`src/rtl/regfile_sb_if.sv`:
```
// regfile_sb_if: bundle of the register-file access signals.
//   The master side (the pipeline) drives the read addresses, writeback and issue.
//   The slave side (regfile_sb) returns the read data, the busy flags and the pending count.
// Signals:
//   ra       NREAD*AW    read addresses; port i is ra[i*AW +: AW]
//   rd       NREAD*XLEN  read data; port i is rd[i*XLEN +: XLEN]
//   busy     NREAD       register on read port i has a pending write
//   we3      1           writeback enable
//   a3       AW          writeback address
//   wd3      XLEN        writeback data
//   iss_v    1           issue valid: mark iss_rd pending
//   iss_rd   AW          destination register being issued
//   pend_cnt CW          number of registers currently pending
interface regfile_sb_if #(
  parameter int XLEN  = 32,
  parameter int NREG  = 32,
  parameter int NREAD = 2
) ();
  localparam int AW = $clog2(NREG);
  localparam int CW = $clog2(NREG + 1);

  logic [NREAD*AW-1:0]   ra;
  logic [NREAD*XLEN-1:0] rd;
  logic [NREAD-1:0]      busy;
  logic                  we3;
  logic [AW-1:0]         a3;
  logic [XLEN-1:0]       wd3;
  logic                  iss_v;
  logic [AW-1:0]         iss_rd;
  logic [CW-1:0]         pend_cnt;

  modport master (
    output ra, we3, a3, wd3, iss_v, iss_rd,
    input  rd, busy, pend_cnt
  );

  modport slave (
    input  ra, we3, a3, wd3, iss_v, iss_rd,
    output rd, busy, pend_cnt
  );
endinterface

```
`src/rtl/regfile_sb.sv`:
```
// regfile_sb: parametrised register file with NREAD combinational read ports,
// one synchronous write port and a per-register pending-write scoreboard.
// Register 0 reads as zero and is never pending.
// Ports:
//   clk    clock, all state changes on the rising edge
//   rst_n  asynchronous active-low reset (clears data, pending bits and count)
//   bus    regfile_sb_if.slave (ra/rd/busy read side, we3/a3/wd3 writeback,
//          iss_v/iss_rd issue, pend_cnt pending population count)
// Configuration:
//   REGFILE_BYPASS_EN  when defined, a writeback in the current cycle is
//                      forwarded to matching read ports (rd = wd3, busy = 0)
//                      before the edge. Undefined: reads show stored state.
module regfile_sb #(
  parameter int XLEN  = 32,
  parameter int NREG  = 32,
  parameter int NREAD = 2
) (
  input  logic         clk,
  input  logic         rst_n,
  regfile_sb_if.slave  bus
);
  localparam int AW = $clog2(NREG);
  localparam int CW = $clog2(NREG + 1);

  // Entry 0 is held at zero forever and folds away in synthesis.
  logic [XLEN-1:0]       regs_q [NREG];
  logic [NREG-1:0]       pend_q;
  logic [NREG-1:0]       pend_d;
  logic [CW-1:0]         cnt_q;
  logic [CW-1:0]         cnt_d;
  logic                  wr_s;
  logic                  iss_s;
  logic                  set_s;
  logic                  clr_s;
  logic [AW-1:0]         addr_s [NREAD];
  logic [NREAD*XLEN-1:0] rd_s;
  logic [NREAD-1:0]      busy_s;

  // Qualify writeback and issue: register 0 targets are ignored.
  always_comb begin
    wr_s  = bus.we3   && (bus.a3     != {AW{1'b0}});
    iss_s = bus.iss_v && (bus.iss_rd != {AW{1'b0}});
  end

  // Next pending vector: issue set overrides writeback clear on the same register.
  always_comb begin
    pend_d = pend_q;
    if (wr_s) begin
      pend_d[bus.a3] = 1'b0;
    end else begin
      pend_d = pend_q;
    end
    if (iss_s) begin
      pend_d[bus.iss_rd] = 1'b1;
    end else begin
      pend_d[0] = 1'b0;
    end
    pend_d[0] = 1'b0;
  end

  // Incremental pending count: a set only counts if the bit was clear, a clear
  // only counts if the bit was set and not re-issued on the same edge.
  always_comb begin
    set_s = iss_s && !pend_q[bus.iss_rd];
    clr_s = wr_s && pend_q[bus.a3] && !(iss_s && (bus.iss_rd == bus.a3));
    case ({set_s, clr_s})
      2'b10:   cnt_d = cnt_q + {{(CW-1){1'b0}}, 1'b1};
      2'b01:   cnt_d = cnt_q - {{(CW-1){1'b0}}, 1'b1};
      default: cnt_d = cnt_q;
    endcase
  end

  // Register storage: synchronous write port, register 0 pinned to zero.
  always_ff @(posedge clk or negedge rst_n) begin
    if (!rst_n) begin
      for (int r = 0; r < NREG; r++) begin
        regs_q[r] <= {XLEN{1'b0}};
      end
    end else begin
      regs_q[0] <= {XLEN{1'b0}};
      for (int r = 1; r < NREG; r++) begin
        if (wr_s && (bus.a3 == AW'(r))) begin
          regs_q[r] <= bus.wd3;
        end
      end
    end
  end

  // Scoreboard state: pending bits and their population count.
  always_ff @(posedge clk or negedge rst_n) begin
    if (!rst_n) begin
      pend_q <= {NREG{1'b0}};
      cnt_q  <= {CW{1'b0}};
    end else begin
      pend_q <= pend_d;
      cnt_q  <= cnt_d;
    end
  end

  // Split the packed read-address bus into per-port addresses.
  always_comb begin
    for (int i = 0; i < NREAD; i++) begin
      addr_s[i] = bus.ra[i*AW +: AW];
    end
  end

  // Combinational read ports with hazard flags.
  always_comb begin
    rd_s   = {(NREAD*XLEN){1'b0}};
    busy_s = {NREAD{1'b0}};
    for (int i = 0; i < NREAD; i++) begin
      if (addr_s[i] != {AW{1'b0}}) begin
        rd_s[i*XLEN +: XLEN] = regs_q[addr_s[i]];
        busy_s[i]            = pend_q[addr_s[i]];
`ifdef REGFILE_BYPASS_EN
        // Forward the in-flight writeback so decode need not wait for the edge.
        if (wr_s && (bus.a3 == addr_s[i])) begin
          rd_s[i*XLEN +: XLEN] = bus.wd3;
          busy_s[i]            = 1'b0;
        end else begin
          busy_s[i]            = pend_q[addr_s[i]];
        end
`endif
      end else begin
        rd_s[i*XLEN +: XLEN] = {XLEN{1'b0}};
        busy_s[i]            = 1'b0;
      end
    end
  end

  assign bus.rd       = rd_s;
  assign bus.busy     = busy_s;
  assign bus.pend_cnt = cnt_q;

endmodule
```
`src/flat_wrapper.sv`:
```
// flat-port wrapper written by rule: the top's interface ports become plain ports
module regfile_sb_flat 
#(
  parameter int XLEN  = 32,
  parameter int NREG  = 32,
  parameter int NREAD = 2
)
  (clk, rst_n, bus_ra, bus_we3, bus_a3, bus_wd3, bus_iss_v, bus_iss_rd, bus_rd, bus_busy, bus_pend_cnt);
  regfile_sb_if #(.XLEN(XLEN), .NREG(NREG), .NREAD(NREAD)) bus_i ();
  input  logic clk;
  input  logic rst_n;
  input wire logic [$bits(bus_i.ra)-1:0] bus_ra;
  input wire logic [$bits(bus_i.we3)-1:0] bus_we3;
  input wire logic [$bits(bus_i.a3)-1:0] bus_a3;
  input wire logic [$bits(bus_i.wd3)-1:0] bus_wd3;
  input wire logic [$bits(bus_i.iss_v)-1:0] bus_iss_v;
  input wire logic [$bits(bus_i.iss_rd)-1:0] bus_iss_rd;
  output wire logic [$bits(bus_i.rd)-1:0] bus_rd;
  output wire logic [$bits(bus_i.busy)-1:0] bus_busy;
  output wire logic [$bits(bus_i.pend_cnt)-1:0] bus_pend_cnt;
  assign bus_i.ra = bus_ra;
  assign bus_i.we3 = bus_we3;
  assign bus_i.a3 = bus_a3;
  assign bus_i.wd3 = bus_wd3;
  assign bus_i.iss_v = bus_iss_v;
  assign bus_i.iss_rd = bus_iss_rd;
  assign bus_rd = bus_i.rd;
  assign bus_busy = bus_i.busy;
  assign bus_pend_cnt = bus_i.pend_cnt;
  regfile_sb #(.XLEN(XLEN), .NREG(NREG), .NREAD(NREAD)) u_core (.clk(clk), .rst_n(rst_n), .bus(bus_i));
endmodule
```
`config.mk`:
```
export PLATFORM = sky130hd
export DESIGN_NAME = regfile_sb_flat
export DESIGN_NICKNAME = d
export VERILOG_FILES = /design/src/rtl/regfile_sb_if.sv /design/src/rtl/regfile_sb.sv /design/src/flat_wrapper.sv
export SDC_FILE = /design/constraint.sdc
export NUM_CORES = 2
export LEC_CHECK = 0
export ABC_CLOCK_PERIOD_IN_PS = 3200
export CORE_MARGIN = 2
export CORE_UTILIZATION = 35
export DETAILED_ROUTE_END_ITERATION = 7
export SETUP_SLACK_MARGIN = 0.15
export SLEW_MARGIN = 20
export SYNTH_ARGS = -nofsm -noshare
export SYNTH_HDL_FRONTEND = slang
export SYNTH_SLANG_ARGS = --single-unit
```
`constraint.sdc`:
```
create_clock -name clk -period 3.2 [get_ports clk]
set_input_delay 0.64 -clock clk [delete_from_list [all_inputs] [get_ports clk]]
set_output_delay 0.64 -clock clk [all_outputs]
set_load 0.05 [all_outputs]
```
==> insert_results.sql <==
INSERT INTO impl_metrics (metric_group, metric, value, unit) VALUES
('routing', 'routed_wire_length_per_instance', '28.6', 'um'),
('routing', 'count_of_routing_violations_after_the_opening_detailed_route_iteration', '3125', ''),
('sta', 'tightest_slew', '1.10', 'ns'),
('die', 'effective_utilization_at_floorplan', '0.353', ''),
('setup_path', 'setup.worst_path.start_class', 'input port', ''),
('setup_path', 'worst-path-max-fanout', '9', ''),
('setup_path', 'timing.critical_path.cells', 'buf_16, buf_16, clkbuf_16, buf_4, mux4_2, nand2_1, o21ai_0, a211o_1, buf_4', ''),
('yosys', 'synth_enable_flop_cells', '0', ''),
('sta', 'setup_viol', '0', ''),
('global_routing', 'grt_overflow', '0', ''),
('yosys', 'synth_seq_cells', '1029', ''),
('place', 'io_buffer_count', '127', ''),
('power', 'internal_power', '30.3', 'mW'),
('yosys', 'ys_seq_area_frac', '0.461', ''),
('place', 'globalplace.congestion', '0.893', ''),
('yosys', 'post_synth_instance_area', '55900', 'um^2'),
('power', 'design_power_total', '42.7', 'mW'),
('global_routing', 'groute.usage.overall', '0.221', ''),
('setup_path', 'worst_path_largest_cell_delay', '0.47', 'ns'),
('sta', 'max_freq', '313', 'MHz'),
('power', 'peakVddDrop', '0.457', 'mV'),
('power', 'power_frac_clock', '0.328', ''),
('power', 'sw_frac_of_total', '0.290', ''),
('routing', 'routed-via-count', '37200', ''),
('routing', 'drt_antenna_net_count', '0', ''),
('status', 'outcome', 'completed', ''),
('clocking', 'cts_made_buffers', '111', ''),
('yosys', 'synth.net_count', '3869', ''),
('setup_path', 'timing.critical_path.depth', '9', ''),
('yosys', 'syn_avg_cell_area', '14.7', 'um^2'),
('cells_and_area', 'synthToLayoutAreaGrowth', '25.3', '%'),
('setup_path', 'critPathArrivalTime', '2.55', 'ns'),
('clocking', 'clock_sinks', '1029', ''),
('power', 'switching_power', '12.4', 'mW'),
('clocking', 'cts.reportedPaths.clkPinSlew', '0.06', 'ns'),
('setup_path', 'crit_type', 'in2out', ''),
('die', 'num_rows', '146', ''),
('setup_path', 'cp_slowest_cell', 'sky130_fd_sc_hd__mux4_2', ''),
('setup_path', 'family_with_the_most_delay_on_the_worst_path', 'buffers and inverters', ''),
('die', 'io-pin-count', '128', ''),
('setup_path', 'r2r_start', 'u_core.pend_q[11]', ''),
('sta', 'slew_headroom', '0.264', ''),
('flow_run', 'timing.max_cap.violations', '0', ''),
('sta', 'slew_violations', '0', ''),
('clocking', 'tritoncts_clock_tree', 'done', ''),
('setup_path', 'timing.reg2reg.setup_slack', '0.09', 'ns'),
('die', 'die_w', '403', 'um'),
('cells_and_area', 'final_common_cell', 'sky130_fd_sc_hd__mux2_2', ''),
('routing', 'avgViaCountPerCell', '5.90', ''),
('setup_path', 'crit_start', 'bus_ra[0]', ''),
('power', 'seq_power_share', '0.410', ''),
('cells_and_area', 'insertedDiodeCount', '0', ''),
('yosys', 'postSynthCellCount', '3807', ''),
('power', 'pwr_density_cell', '611', 'nW/um^2'),
('global_routing', 'first_global_vias', '38700', ''),
('clocking', 'cts_max_path_buffers', '3', ''),
('clocking', 'clkLatencyLatePin', '0.75', 'ns'),
('cells_and_area', 'drive_above_1_share', '0.583', ''),
('yosys', 'yosys_warnings', '0', ''),
('hold_path', 'min_path_type', 'in2reg', ''),
('cells_and_area', 'nNetsFinal', '4194', ''),
('global_routing', 'grt_first_pass_wirelength', '267000', 'um'),
('sta', 'min_period', '3.19', 'ns'),
('die', 'design.core.area', '158000', 'um^2'),
('setup_path', 'r2r_cells', '10', ''),
('cells_and_area', 'mostFrequentLayoutCells', 'sky130_fd_sc_hd__mux2_2, sky130_fd_sc_hd__dfrtp_1, sky130_fd_sc_hd__mux4_2', ''),
('yosys', 'synth.lib_cells_used.distinct', '54', ''),
('setup_path', 'end_kind', 'output pin', ''),
('power', 'comb_power_share', '0.262', ''),
('yosys', 'synth_flop_cell', 'sky130_fd_sc_hd__dfrtp_1', ''),
('cells_and_area', 'utilization', '0.442', '');
==> routing by layer <==
| metal | global-route usage | up-vias | share of wire |
|---|---|---|---|
| met5 | 0 | - | 0 |
| met4 | 0.0685 | 0 | 0.031 |
| met3 | 0.0325 | 304 | 0.055 |
| met2 | 0.356 | 1212 | 0.48 |
| met1 | 0.307 | 20200 | 0.44 |
| li1 | - | 15500 | - |
==> state kept, by name, summed over array words and instances (netlist names) <==
| register | flops |
|---|---|
| u_core.bus.pend_cnt | 6 |
| u_core.pend_q | 31 |
| u_core.regs_q | 992 |
==> cells by family (layout without fill, tap and decap cells) <==
| logic type | after synthesis | count (layout) | synth area share |
|---|---|---|---|
| AOI/OAI and AO/OA | 427 | 427 | 0.0551 |
| DFF | 1029 | 1029 | 0.461 |
| and+or+nand+nor | 209 | 209 | 0.0182 |
| buffers and inverters | 420 | 840 | 0.0337 |
| muxes | 1708 | 1708 | 0.429 |
| xor gates and xnor gates | 8 | 8 | 0.00125 |
| adders and majority gates | 6 | 6 | 0.00148 |
==> worst min-delay path by stage <==
stage	startpoint	endpoint	slack, ns	cells past startpoint
floorplan	rst_n	u_core.bus.pend_cnt[0]	0.34	0
global placement	u_core.bus.pend_cnt[5]	u_core.bus.pend_cnt[5]	0.47	1
detailed placement	u_core.bus.pend_cnt[5]	u_core.bus.pend_cnt[5]	0.46	1
CTS	rst_n	u_core.regs_q[481]	0.38	2
global route	bus_iss_rd[0]	u_core.pend_q[12]	0.27	3
finish	bus_iss_rd[0]	u_core.pend_q[12]	0.27	3
==> synthesized netlist by cell type (5+ instances only) <==
cell                        count  area, um^2
sky130_fd_sc_hd__nand2_1       68         255
sky130_fd_sc_hd__a22oi_1       34         255
sky130_fd_sc_hd__clkbuf_1     201         754
sky130_fd_sc_hd__inv_1          8        30.0
sky130_fd_sc_hd__a22o_1       101         885
sky130_fd_sc_hd__nand3_1        9        45.0
sky130_fd_sc_hd__o22ai_1       66         413
sky130_fd_sc_hd__and2_1        34         213
sky130_fd_sc_hd__o31ai_1       37         278
sky130_fd_sc_hd__nor2_1        55         206
sky130_fd_sc_hd__a211oi_1      33         248
sky130_fd_sc_hd__dfrtp_1     1029       25700
sky130_fd_sc_hd__buf_1         33         124
sky130_fd_sc_hd__o21ai_0       91         455
sky130_fd_sc_hd__buf_6          5        56.3
sky130_fd_sc_hd__ha_1           5        62.6
sky130_fd_sc_hd__mux2i_1      206        2060
sky130_fd_sc_hd__nor2b_1       12        75.1
sky130_fd_sc_hd__mux2_2      1058       11900
sky130_fd_sc_hd__buf_2        152         761
sky130_fd_sc_hd__a211o_1       34         298
sky130_fd_sc_hd__o2bb2ai_1      7        61.3
sky130_fd_sc_hd__buf_4         21         158
sky130_fd_sc_hd__mux4_2       444       10000
sky130_fd_sc_hd__o21ai_1        6        30.0
sky130_fd_sc_hd__nand2b_1      10        62.6
==> worst min-delay path: cells and delay by family <==
| family | cells | cell delay [ns] |
|---|---|---|
| buf+inv | 2 | 0.25 |
| compound gates | 1 | 0.08 |
==> what timing repair did <==
action                     in CTS  in global routing
resized for setup             208                 62
setup endpoints to repair      70                 69
cloned                         22                  3
hold buffers                    1                  0
hold endpoints to repair       18                  0
pin swaps                      96                 57
buffers inserted               60                 24
==> power by group through the flow <==
stage,clock [mW],combinational [mW],sequential [mW]
6_report,14.0,11.2,17.5
5_1_grt,14.8,11.9,17.9
4_1_cts,14.3,11.1,17.4
3_5_place_dp,0,10.6,17.7
3_3_place_gp,0,10.4,17.5
2_1_floorplan,0,7.30,17.1
==> area by class of cell <==
class,instances,area (um^2),share of cell area
inverter,8,30.0,0.000429
tap,2072,2590,0.0371
timing repair buffer,624,8210,0.117
sequential,1029,25800,0.368
clock buffer,143,3090,0.0442
multi-input combinational,2358,29400,0.421
clock inverter,65,857,0.0123
==> metrics by stage <==
step	std cells	area [um^2]	setup slack, ns
finish	6299	70000	0.00656
global route	6299	70000	-0.0498
CTS	6272	69500	-0.0534
detailed placement	5981	63600	-0.903
global placement	5981	63600	-0.849
floorplan	3807	56400	-0.220
No activity file was read; power rests on OpenSTA's default activity.
